`config.mk`:
```
export PLATFORM = sky130hd
export DESIGN_NAME = cic_decimator_sd
export DESIGN_NICKNAME = d
export VERILOG_FILES = /design/src/rtl/cic_pkg.sv /design/src/rtl/cic_integrator.sv /design/src/rtl/cic_decimator_sd.sv
export SDC_FILE = /design/constraint.sdc
export NUM_CORES = 1
export LEC_CHECK = 0
export BUFFER_PORTS_ARGS = -buffer_cell sky130_fd_sc_hd__buf_2
export CAP_MARGIN = 20
export CORE_ASPECT_RATIO = 0.75
export CORE_MARGIN = 3
export CORE_UTILIZATION = 35
export CTS_CLUSTER_DIAMETER = 120
export DETAILED_ROUTE_END_ITERATION = 7
export GPL_TIMING_DRIVEN = 0
export HOLD_SLACK_MARGIN = 0.05
export REMOVE_ABC_BUFFERS = 1
export SETUP_SLACK_MARGIN = 0.4
export SLEW_MARGIN = 30
export SYNTH_ARGS = -nofsm -noshare
export SYNTH_HDL_FRONTEND = slang
export SYNTH_SLANG_ARGS = --single-unit
```
`constraint.sdc`:
```
create_clock -name clk -period 5.77 [get_ports clk]
set_input_delay 0.2885 -clock clk [delete_from_list [all_inputs] [get_ports clk]]
set_output_delay 0.2885 -clock clk [all_outputs]
set_load 0.01 [all_outputs]
```
`src/rtl/cic_pkg.sv`:
```
`default_nettype none
`timescale 1ns/1ps
// ============================================================================
// Module   : cic_pkg
// Brief    : Shared widths, the truncated-sample type and the CIC width helper.
// Revision : 1.0
// ============================================================================
package cic_pkg;

    localparam int C_IN_W       = 11;
    localparam int C_DECIMATION = 64;
    localparam int C_ORDER      = 3;

    typedef logic signed [C_IN_W-1:0] trunc_sample_t;

    // Each stage grows the word by log2(R) bits, so a full-scale input cannot overflow the output.
    function automatic int out_width(input int in_w, input int r, input int order);
        return in_w + order * $clog2(r);
    endfunction

    localparam int C_OUT_W = out_width(C_IN_W, C_DECIMATION, C_ORDER);

endpackage : cic_pkg
`default_nettype wire

```
`src/rtl/cic_integrator.sv`:
```
`default_nettype none
`timescale 1ns/1ps
// ============================================================================
// Module   : cic_integrator
// Brief    : One wrapping, enable-gated, clearable CIC integrator stage.
// Revision : 1.0
// ============================================================================
module cic_integrator #(
    parameter int WIDTH = 29
) (
    input  logic                    clk,
    input  logic                    reset,
    input  logic                    en,
    input  logic                    clear,
    input  logic signed [WIDTH-1:0] add_in,
    output logic signed [WIDTH-1:0] acc_out
);

    logic signed [WIDTH-1:0] acc_q;
    logic signed [WIDTH-1:0] acc_d;

    // Modulo-2^WIDTH wrap is intentional; the combs undo it exactly.
    always_comb begin
        acc_d = acc_q;
        if (clear) begin
            acc_d = '0;
        end else if (en) begin
            acc_d = acc_q + add_in;
        end
    end

    always_ff @(posedge clk or posedge reset) begin
        if (reset) begin
            acc_q <= '0;
        end else begin
            acc_q <= acc_d;
        end
    end

    assign acc_out = acc_q;

endmodule : cic_integrator
`default_nettype wire

```
`src/rtl/cic_decimator_sd.sv`:
```
`default_nettype none
`timescale 1ns/1ps
// ============================================================================
// Module   : cic_decimator_sd
// Brief    : ORDER-stage CIC decimator rebuilding high-resolution samples
//            from the noise-shaped truncated stream.
// Revision : 1.0
// ============================================================================
module cic_decimator_sd
    import cic_pkg::*;
#(
    parameter  int IN_W       = C_IN_W,
    parameter  int DECIMATION = C_DECIMATION,
    parameter  int ORDER      = C_ORDER,
    localparam int OUT_W      = out_width(IN_W, DECIMATION, ORDER)
) (
    input  logic                    clk,
    input  logic                    reset,
    input  logic                    enable_3M,
    input  logic                    clear,
    input  logic signed [IN_W-1:0]  sample_in,
    output logic signed [OUT_W-1:0] sample_out,
    output logic                    out_valid
);

    localparam int              PH_W         = $clog2(DECIMATION);
    localparam logic [PH_W-1:0] C_PHASE_LAST = PH_W'(DECIMATION - 1);

    logic [ORDER-1:0][OUT_W-1:0] integ_in;
    logic [ORDER-1:0][OUT_W-1:0] integ_out;

    logic [PH_W-1:0]             phase_q;
    logic [PH_W-1:0]             phase_d;
    logic [ORDER-1:0][OUT_W-1:0] dly_q;
    logic [ORDER-1:0][OUT_W-1:0] dly_d;
    logic [OUT_W-1:0]            sample_out_q;
    logic [OUT_W-1:0]            sample_out_d;
    logic                        out_valid_q;
    logic                        out_valid_d;

    logic                        dec_event;
    logic [OUT_W-1:0]            comb_run;

    assign integ_in[0] = {{(OUT_W - IN_W){sample_in[IN_W-1]}}, sample_in};

    // Each stage feeds the next with its registered (pre-edge) value.
    generate
        for (genvar k = 0; k < ORDER; k++) begin : g_integ
            if (k > 0) begin : g_chain
                assign integ_in[k] = integ_out[k-1];
            end

            cic_integrator #(
                .WIDTH (OUT_W)
            ) u_integ (
                .clk     (clk),
                .reset   (reset),
                .en      (enable_3M),
                .clear   (clear),
                .add_in  (integ_in[k]),
                .acc_out (integ_out[k])
            );
        end
    endgenerate

    assign dec_event = enable_3M && !clear && (phase_q == C_PHASE_LAST);

    always_comb begin
        phase_d      = phase_q;
        dly_d        = dly_q;
        sample_out_d = sample_out_q;
        out_valid_d  = 1'b0;
        comb_run     = integ_out[ORDER-1];

        if (clear) begin
            phase_d = '0;
            dly_d   = '0;
        end else if (enable_3M) begin
            phase_d = phase_q + 1'b1;
            if (dec_event) begin
                // Comb chain evaluated on the last integrator's pre-edge value.
                for (int k = 0; k < ORDER; k++) begin
                    dly_d[k] = comb_run;
                    comb_run = comb_run - dly_q[k];
                end
                sample_out_d = comb_run;
                out_valid_d  = 1'b1;
            end
        end
    end

    always_ff @(posedge clk or posedge reset) begin
        if (reset) begin
            phase_q      <= '0;
            dly_q        <= '0;
            sample_out_q <= '0;
            out_valid_q  <= 1'b0;
        end else begin
            phase_q      <= phase_d;
            dly_q        <= dly_d;
            sample_out_q <= sample_out_d;
            out_valid_q  <= out_valid_d;
        end
    end

    assign sample_out = sample_out_q;
    assign out_valid  = out_valid_q;

endmodule : cic_decimator_sd
`default_nettype wire
```
==> results.toml, run 1 <==
[worst_setup_path]
cp.required_ns = 6.17
cp-end-kind = "flip-flop"
critPathLaunchType = "flip-flop"
r2r_cells = 27
setup.worst_path.class = "reg2reg"
worstPathArrival_ns = 5.99
critPathMaxFanout = 5

[floorplan]
io_pins = 45
dieArea_mm2 = 0.0491
die_x_um = 255
die_h_um = 193
core_area_mm2 = 0.0453
rows = 67
initial_utilization = 0.359

[timing]
hold_ws_ns = 0.140
slew_headroom = 0.566
tns_ns = 0
maxSlewViolCount = 0
fmax_ghz = 0.179
period_needed_ns = 5.59
hold_viol = 0
rsz0062_at_grt = "true"
fin_skew_ns = 0.0172
fin_ws_ns = 0.179
setup_violations = 0
worst_pin_slew_ns = 0.650
period_share = 0.969

[pwr]
total_power_mw = 10.8
powerDensity_mw_per_mm2 = 559
leakage_nw = 8.93
ir_worst_vdd_v = 0.000323

[cts]
cts.clk_slew.worst_paths_ns = 0.06
insertion_delay_ns = 0.54
htree_num_levels = 1
clockBufferDepth = 3
cts_num_sinks = 210
clockRootBuffer = "clkbuf_16"
cts_tree = "built"
numCtsBuffers = 25

[placement]
place_ws_ns = -0.579
gp_congestion = 0.832
io_buffers = 44
placed_area_mm2 = 0.0172
post-dp-hpwl_um = 25500

[synthesis]
synth_edf_count = 0
synth-seq-area-share = 0.323
yosys_warnings = 0
ys_types = 79
synth_area_mm2 = 0.0162
syn_area_per_cell_um2 = 8.34
synth-main-ff-cell = "dfrtp_1"
netlist_instances = 1948
async_reset_ff_frac = 1.00
synth_seq_cells = 210

[run]
maxCapViolations = 0

[hold_path]
min_path_cells = 4
hold_class = "in2reg"

[route]
wl_per_cell_um = 13.8
avgViaCountPerCell = 5.05
dr.pass1.iters = 7
wl_um = 36400
vias = 13340
ant_nets = 0
drc_errors = 0
drt_iter0_markers = 545

[final_layout]
antenna_cells = 0
layout.nets = 2228
drive_above_1_share = 0.142
area_delta_synth_final_pct = 19.3
fin_area_mm2 = 0.0194

[global_routing]
grt_pass1_vias = 12874
globalRouteTotalUtil = 0.149
grt_start_max_net_pins = 104
grt_overflow = 0
antenna_found_initial = 0
grt_first_pass_wirelength_um = 62600

[status]
outcome = "finished clean"
-- worst paths after layout --
check                                              startpoint                       endpoint  slack [ns]
worst min-delay path                             sample_in[0]  g_integ[0].u_integ.acc_out[0]        0.14
worst min register to register                 sample_out[13]                 sample_out[13]        0.47
max in group asynchronous                               reset  g_integ[0].u_integ.acc_out[7]        4.32
min in group asynchronous                               reset                 sample_out[16]        0.30
worst max-delay path            g_integ[2].u_integ.acc_out[0]                 sample_out[28]        0.18
worst max register to register  g_integ[2].u_integ.acc_out[0]                 sample_out[28]        0.18
-- through the flow --
stage                     std cells   util
final                          2643  0.428
after global routing           2643  0.428
after CTS                      2629  0.417
after detailed placement       2526  0.381
after global placement         2518  0.375
after floorplan                1888      -
-- layout by cell type, fill, tap and decap left out, types with 7 or more instances in the layout --
master and count:
nand2_1 248, xnor2_1 88, o211ai_1 7, clkbuf_16 25, a211oi_1 20, ha_1 150
nor2b_1 11, nand3_1 24, o21a_1 14, xnor2_2 13, xor2_1 45, buf_16 8
o21ai_0 58, a31oi_1 18, nand2b_1 22, nor3_1 24, ha_4 14, clkbuf_8 8
nor2_1 183, dfrtp_1 208, buf_4 65, inv_1 130, or3_1 12, mux2i_1 56
buf_2 42, nand4_1 18, and3_1 11, a21oi_2 21, o21ai_2 8, o21bai_1 27
a21oi_1 206, a21o_1 67, o21ai_1 28
-- kinds of logic after synthesis --
logic type	Yosys count	synth area share
DFF	210	0.323
buffers and inverters	196	0.0454
xor gates and xnor gates	149	0.0803
AOI/OAI and AO/OA	558	0.214
muxes	57	0.0352
adders and majority gates	175	0.138
and+or+nand+nor	603	0.164
-- metal layers --
metal | vias up | share of wire | GRT usage
met4 | 0 | 0.020 | 0.0331
li1 | 7026 | - | -
met3 | 56 | 0.025 | 0.0185
met2 | 166 | 0.44 | 0.238
met1 | 6092 | 0.52 | 0.214
met5 | - | 0 | 0
-- sequential cells by signal, summed over array words and instances (netlist names) --
register                 count
dly_q                       87
out_valid                    1
phase_q                      6
sample_out                  29
g_integ.u_integ.acc_out     87
-- what timing repair did --
item	4_1_cts	5_1_grt
resized for setup	67	77
endpoints found under the setup margin	11	13
pin swaps	66	58
setup buffers	56	14
hold buffers	1	0
hold endpoints to repair	44	0
-- layout make-up --
| type | instances | area, um^2 |
|---|---|---|
| Clock buffer | 36 | 747 |
| Inverter | 136 | 518 |
| Clock inverter | 10 | 138 |
| Fill cell | 4384 | 25900 |
| Timing Repair Buffer | 123 | 1010 |
| Sequential cell | 210 | 5260 |
| Tap cell | 586 | 733 |
| Multi-Input combinational cell | 1542 | 11000 |
-- report_power, final --
| group | internal, mW | total (mW) | leakage (nW) | switching [mW] |
|---|---|---|---|---|
| sequential | 1.55 | 1.65 | 2.89 | 0.0989 |
| clock | 1.03 | 1.67 | 0.432 | 0.639 |
| combinational | 3.61 | 7.50 | 5.61 | 3.89 |
-- worst max-delay path, cell delays in order (launching register included) --
cell,delay [ns]
dfrtp_1,0.42
inv_2,0.08
ha_4,0.13
fa_2,0.22
nor2b_2,0.05
o31a_1,0.29
o31ai_4,0.39
o21ai_2,0.11
a21o_1,0.18
a21oi_2,0.16
xnor2_2,0.18
ha_4,0.27
buf_4,0.16
a31oi_4,0.19
o31ai_4,0.11
a221oi_2,0.37
o22ai_2,0.15
a21o_1,0.19
a21o_1,0.19
a21oi_2,0.16
xnor2_2,0.11
ha_1,0.36
and3_1,0.16
a211o_1,0.26
a21oi_2,0.15
xor2_1,0.18
xnor2_1,0.13
o21ai_1,0.07
-- Yosys cell counts, drive strengths merged, types with 5 or more instances --
master | count | share of area
xor2 | 47 | 0.025
a31o | 5 | 0.0027
nand2b | 22 | 0.0085
a21boi | 5 | 0.0023
o21ai | 97 | 0.030
nand3 | 25 | 0.0077
a31oi | 19 | 0.0073
fa | 6 | 0.0074
o31ai | 10 | 0.0058
nor3b | 5 | 0.0026
nand4 | 18 | 0.0069
or3 | 13 | 0.0050
nor3 | 25 | 0.0080
nor2 | 191 | 0.044
o22ai | 5 | 0.0019
ha | 169 | 0.13
nor2b | 16 | 0.0062
dfrtp | 210 | 0.32
a21o | 67 | 0.031
a311oi | 6 | 0.0032
and3 | 12 | 0.0046
xnor2 | 102 | 0.055
nand3b | 5 | 0.0023
a21oi | 230 | 0.071
o211ai | 8 | 0.0040
nand2 | 251 | 0.058
o21bai | 28 | 0.013
o21a | 14 | 0.0065
a211oi | 23 | 0.011
clkbuf | 52 | 0.012
buf | 8 | 0.0020
mux2i | 56 | 0.034
inv | 135 | 0.031
No activity file was read; power rests on OpenSTA's default activity.
==> inputs of run 2 (changes only) <==
- PLACE_DENSITY_LB_ADDON: unset -> 0.08
- RECOVER_POWER: unset -> 100
- SKIP_CTS_REPAIR_TIMING: unset -> 1
==> run 2 against run 1 <==
The flow now finishes with violations (capacitance limit, slew limit). Core utilization shrank 0.60 points. Sequential power is essentially flat. Final cell count shrank 1.0%. Fmax shrank 0.89%. Clock-buffer cell count grew 6. Register-to-register slack lost 0.05 ns. Sequential share of layout area grew 0.40 points. Global-route usage grew 0.33 points. Worst setup slack lost 0.050 ns. Hold slack lost 0.0074 ns. Total power shrank 1.6%. Clock skew grew 0.0036 ns. Critical endpoint unchanged. Highest routed layer unchanged.
==> results.toml, run 2 (synthesis gave the netlist of run 1 again) <==
[final_layout]
layout.nets = 2200
finalNonFillerCells = 2616
final_common_cell = "nand2_1"
final_cell_mix = "nand2_1 (247), a21oi_1 (211), dfrtp_1 (206)"
antenna_cells = 0
fin_area_mm2 = 0.0191
area_delta_synth_final_pct = 17.6
drive_above_1_share = 0.126
fillerInstances = 4509

[worst_setup_path]
path_buf_inv = 2
cp.required_ns = 6.17
rr_startpoint = "g_integ[2].u_integ.acc_out[0]"
cp-end-kind = "flip-flop"
crit_slowest_cell = "or4_4"
crit_path_frequent_cell = "a21oi_2"
cp_top_family = "compound AO/OA/AOI/OAI gates"
r2r_cells = 32
critPathMaxFanout = 4
cpPeakStageDelay_ns = 0.46
r2r_slack_ns = 0.13
setup.worst_path.class = "reg2reg"
reg2reg_to = "sample_out[28]"
worstPathArrival_ns = 6.04
critPathLaunchType = "flip-flop"

[pwr]
leakage_nw = 8.77
power_frac_comb = 0.682
total_power_mw = 10.7
switching_share = 0.427
clkPwrFrac = 0.163
p_seq_frac = 0.155
p_switching_mw = 4.55
p_int_mw = 6.11
ir_worst_vdd_v = 0.000308
powerDensity_mw_per_mm2 = 558

[cts]
insertion_delay_ns = 0.55
numCtsBuffers = 27
cts_tree = "built"
cts.clk_slew.worst_paths_ns = 0.06
htree_num_levels = 1
clockBufferDepth = 3
clockRootBuffer = "clkbuf_16"
cts_num_sinks = 210

[route]
vias = 13064
ant_nets = 0
drc_errors = 0
wl_um = 36700
drt_iter0_markers = 578
avgViaCountPerCell = 4.99
wl_per_cell_um = 14.0
dr.pass1.iters = 5

[floorplan]
dieArea_mm2 = 0.0491
die_h_um = 193
rows = 67
die_x_um = 255
initial_utilization = 0.359
core_area_mm2 = 0.0453
io_pins = 45

[timing]
period_share = 0.978
setup_violations = 0
slew_headroom = -0.443
fin_ws_ns = 0.129
worst_pin_slew_ns = 2.16
period_needed_ns = 5.64
fin_skew_ns = 0.0208
tns_ns = 0
maxSlewViolCount = 82
fmax_ghz = 0.177
hold_viol = 0
rsz0062_at_grt = "true"

[global_routing]
antenna_found_initial = 0
globalRouteTotalUtil = 0.152
grt_start_max_net_pins = 95
grt_first_pass_wirelength_um = 63100
grt_overflow = 0
grt_pass1_vias = 12616

[status]
violations = "capacitance limit, slew limit"
outcome = "finished, violations left"

[hold_path]
worstHoldStart = "sample_in[0]"
min_path_cells = 4
hold_end = "g_integ[0].u_integ.acc_out[0]"
hold_class = "in2reg"

[placement]
post-dp-hpwl_um = 26300
dp_cells = 2528
placed_area_mm2 = 0.0173
io_buffers = 44
gp_congestion = 0.864
place_ws_ns = -0.628

[run]
maxCapViolations = 1
[run 2: changes by cell type in the layout (fill, tap and decap cells not counted), sizes merged]
cell / change
inv: -1
buf: -32
clkinvlp: -1
clkbuf: +8
clkinv: -1
[run 2: worst max-delay path by stage]
stage / start / endpoint / slack [ns] / depth (start not counted)
2_1_floorplan: reset / dly_q[0] / -0.26 / 1
3_3_place_gp: enable_3M / sample_out[27] / -5.22 / 8
3_5_place_dp: g_integ[2].u_integ.acc_out[0] / sample_out[28] / -0.63 / 31
4_1_cts: g_integ[2].u_integ.acc_out[0] / sample_out[28] / -0.67 / 31
5_1_grt: g_integ[2].u_integ.acc_out[0] / sample_out[28] / -0.19 / 26
6_report: g_integ[2].u_integ.acc_out[0] / sample_out[28] / 0.13 / 32
[run 2: area by class of cell]
cell class / count / area [um^2] / area share
well taps: 586 / 733 / 0.0384
flip-flops and latches: 210 / 5260 / 0.275
multi-input cells: 1542 / 10900 / 0.571
clock inverters: 7 / 114 / 0.00596
clock buffers: 42 / 802 / 0.0420
repair buffers: 93 / 773 / 0.0405
inverters: 136 / 512 / 0.0268
[run 2: power groups by stage]
stage / Clock [mW] / Sequential, mW / Combinational [mW]
after CTS: 1.81 / 1.65 / 5.64
after detailed placement: 0 / 1.68 / 5.63
final: 1.74 / 1.65 / 7.27
after floorplan: 0 / 1.63 / 4.57
after global placement: 0 / 1.68 / 5.59
after global routing: 1.86 / 1.67 / 8.15
[run 2: stage by stage]
stage / utilization / hold slack (ns)
3_3_place_gp: 0.375 / 0.458
5_1_grt: 0.422 / 0.161
6_report: 0.422 / 0.132
3_5_place_dp: 0.382 / 0.259
2_1_floorplan: - / 0.352
4_1_cts: 0.402 / -0.329
[run 2: worst reg2reg max path, delay by kind of cell (launching register included)]
family | cells | cell delay [ns]
AO/OA/AOI/OAI | 14 | 1.83
XOR/XNOR | 4 | 0.69
adder cells (fa/ha/maj) | 4 | 1.16
buffers and inverters | 2 | 0.21
flip-flops | 1 | 0.40
AND/OR/NAND/NOR | 8 | 1.21
[run 2: layer usage]
metal / global-route usage / up-vias / part of all wire
met2: 0.238 / 123 / 0.42
met3: 0.0193 / 43 / 0.024
li1: - / 6993 / -
met5: 0 / - / 0
met1: 0.225 / 5905 / 0.54
met4: 0.0305 / 0 / 0.019
==> inputs of run 3 (changes only) <==
- CELL_PAD_IN_SITES_DETAIL_PLACEMENT: unset -> 1
- CELL_PAD_IN_SITES_GLOBAL_PLACEMENT: unset -> 1
- CORE_MARGIN: 3 -> 2
==> run 3 against run 2 <==
The flow still finishes with violations (capacitance limit, slew limit). Sequential share of layout area grew 0.28 points. Worst setup slack lost 0.042 ns. Clock-buffer cell count shrank 3.
==> results.toml, run 3 (synthesis gave the netlist of run 1 again) <==
[status]
outcome = "finished, violations left"
violations = "capacitance limit, slew limit"

[floorplan]
rows = 68
core_area_mm2 = 0.0459
initial_utilization = 0.354
die_h_um = 191
dieArea_mm2 = 0.0482
die_x_um = 253
io_pins = 45

[worst_setup_path]
cpPeakStageDelay_ns = 0.45
setup.worst_path.class = "reg2reg"
crit_slowest_cell = "dfrtp_2"
crit_path_frequent_cell = "a21oi_2"
critPathLaunchType = "flip-flop"
cp-end-kind = "flip-flop"
critPathMaxFanout = 5
cp.required_ns = 6.17
worstPathArrival_ns = 6.08

[global_routing]
grt_overflow = 0
antenna_found_initial = 0
grt_pass1_vias = 13510
grt_first_pass_wirelength_um = 68000
grt_start_max_net_pins = 86
globalRouteTotalUtil = 0.166

[timing]
setup_violations = 0
fmax_ghz = 0.176
hold_viol = 0
period_share = 0.985
worst_pin_slew_ns = 3.00
period_needed_ns = 5.68
fin_skew_ns = 0.00901
maxSlewViolCount = 64
rsz0062_at_grt = "true"
slew_headroom = -1.01

[cts]
cts_num_sinks = 210
insertion_delay_ns = 0.54
clockRootBuffer = "clkbuf_16"
htree_num_levels = 1
cts_tree = "built"
clockBufferDepth = 3
numCtsBuffers = 26
cts.clk_slew.worst_paths_ns = 0.06

[placement]
io_buffers = 44
gp_congestion = 0.833
post-dp-hpwl_um = 29000
placed_area_mm2 = 0.0173
dp_cells = 2537

[hold_path]
hold_class = "in2reg"

[route]
wl_per_cell_um = 15.1
avgViaCountPerCell = 5.10
ant_nets = 0
vias = 13315
drc_errors = 0
dr.pass1.iters = 4
wl_um = 39500
drt_iter0_markers = 392

[final_layout]
regArea_mm2 = 0.00526
multiInputGateArea_mm2 = 0.0109
fillerInstances = 5400
antenna_cells = 0
fin_area_mm2 = 0.0189
final_common_cell = "nand2_1"
layout.nets = 2193
final_cell_mix = "nand2_1 (248), a21oi_1 (213), dfrtp_1 (208)"
drive_above_1_share = 0.115
finalNonFillerCells = 2610
area_delta_synth_final_pct = 16.3

[pwr]
p_int_mw = 5.71
leakage_nw = 8.68
switching_share = 0.443
p_switching_mw = 4.54
power_frac_comb = 0.690
p_seq_frac = 0.161
powerDensity_mw_per_mm2 = 542
clkPwrFrac = 0.149
ir_worst_vdd_v = 0.000248

[run]
maxCapViolations = 1
-- run 3: path summary, 6_finish.rpt --
kind	startpoint	endpoint	slack, ns	depth (start not counted)
min reg2reg	sample_out[14]	sample_out[14]	0.47	2
max reg2reg	g_integ[2].u_integ.acc_out[0]	sample_out[28]	0.09	32
min in group asynchronous	reset	sample_out[4]	1.15	3
max	g_integ[2].u_integ.acc_out[0]	sample_out[28]	0.09	32
min	clear	g_integ[0].u_integ.acc_out[1]	0.06	2
max in group asynchronous	reset	g_integ[0].u_integ.acc_out[21]	2.97	5
-- run 3: cell type report --
type | count | area share
Tap cell | 595 | 0.0394
Multi-Input combinational cell | 1542 | 0.575
Inverter | 136 | 0.0271
Clock inverter | 1 | 0.000265
Sequential cell | 210 | 0.278
Timing Repair Buffer | 87 | 0.0397
Clock buffer | 39 | 0.0408
-- run 3: worst max-delay path: cells and delay by family (launching register included) --
kind            cells  cell delay [ns]
flops               1             0.45
compound gates     15             2.66
fa+ha+maj           4             0.98
simple gates        7             0.64
xor+xnor            4             0.60
buf+inv             2             0.20
-- run 3: per-stage QoR --
stage	hold WS, ns	total power [mW]	setup TNS (ns)	utilization	worst slack, ns
3_3_place_gp	0.456	7.32	-950.12	0.370	-5.31
6_report	0.0564	10.3	0	0.411	0.0872
3_5_place_dp	0.376	7.43	-2.94	0.376	-0.806
4_1_cts	-0.223	9.03	-3.29	0.393	-0.872
2_1_floorplan	0.352	6.21	-53.77	-	-0.256
5_1_grt	0.0575	11.2	-0.465	0.411	-0.235
-- run 3: layer usage --
layer  vias to the layer above  track usage  share of wire
met5                         -            0              0
met4                         0       0.0303          0.018
met3                        41       0.0190          0.017
met2                        73        0.273           0.44
met1                      6255        0.237           0.52
li1                       6946            -              -
-- run 3: power by group through the flow --
stage	Combinational, mW	Clock [mW]	Sequential [mW]
after floorplan	4.57	0	1.63
after global placement	5.64	0	1.68
after detailed placement	5.75	0	1.68
after CTS	5.77	1.60	1.65
after global routing	7.89	1.65	1.67
final	7.07	1.53	1.65
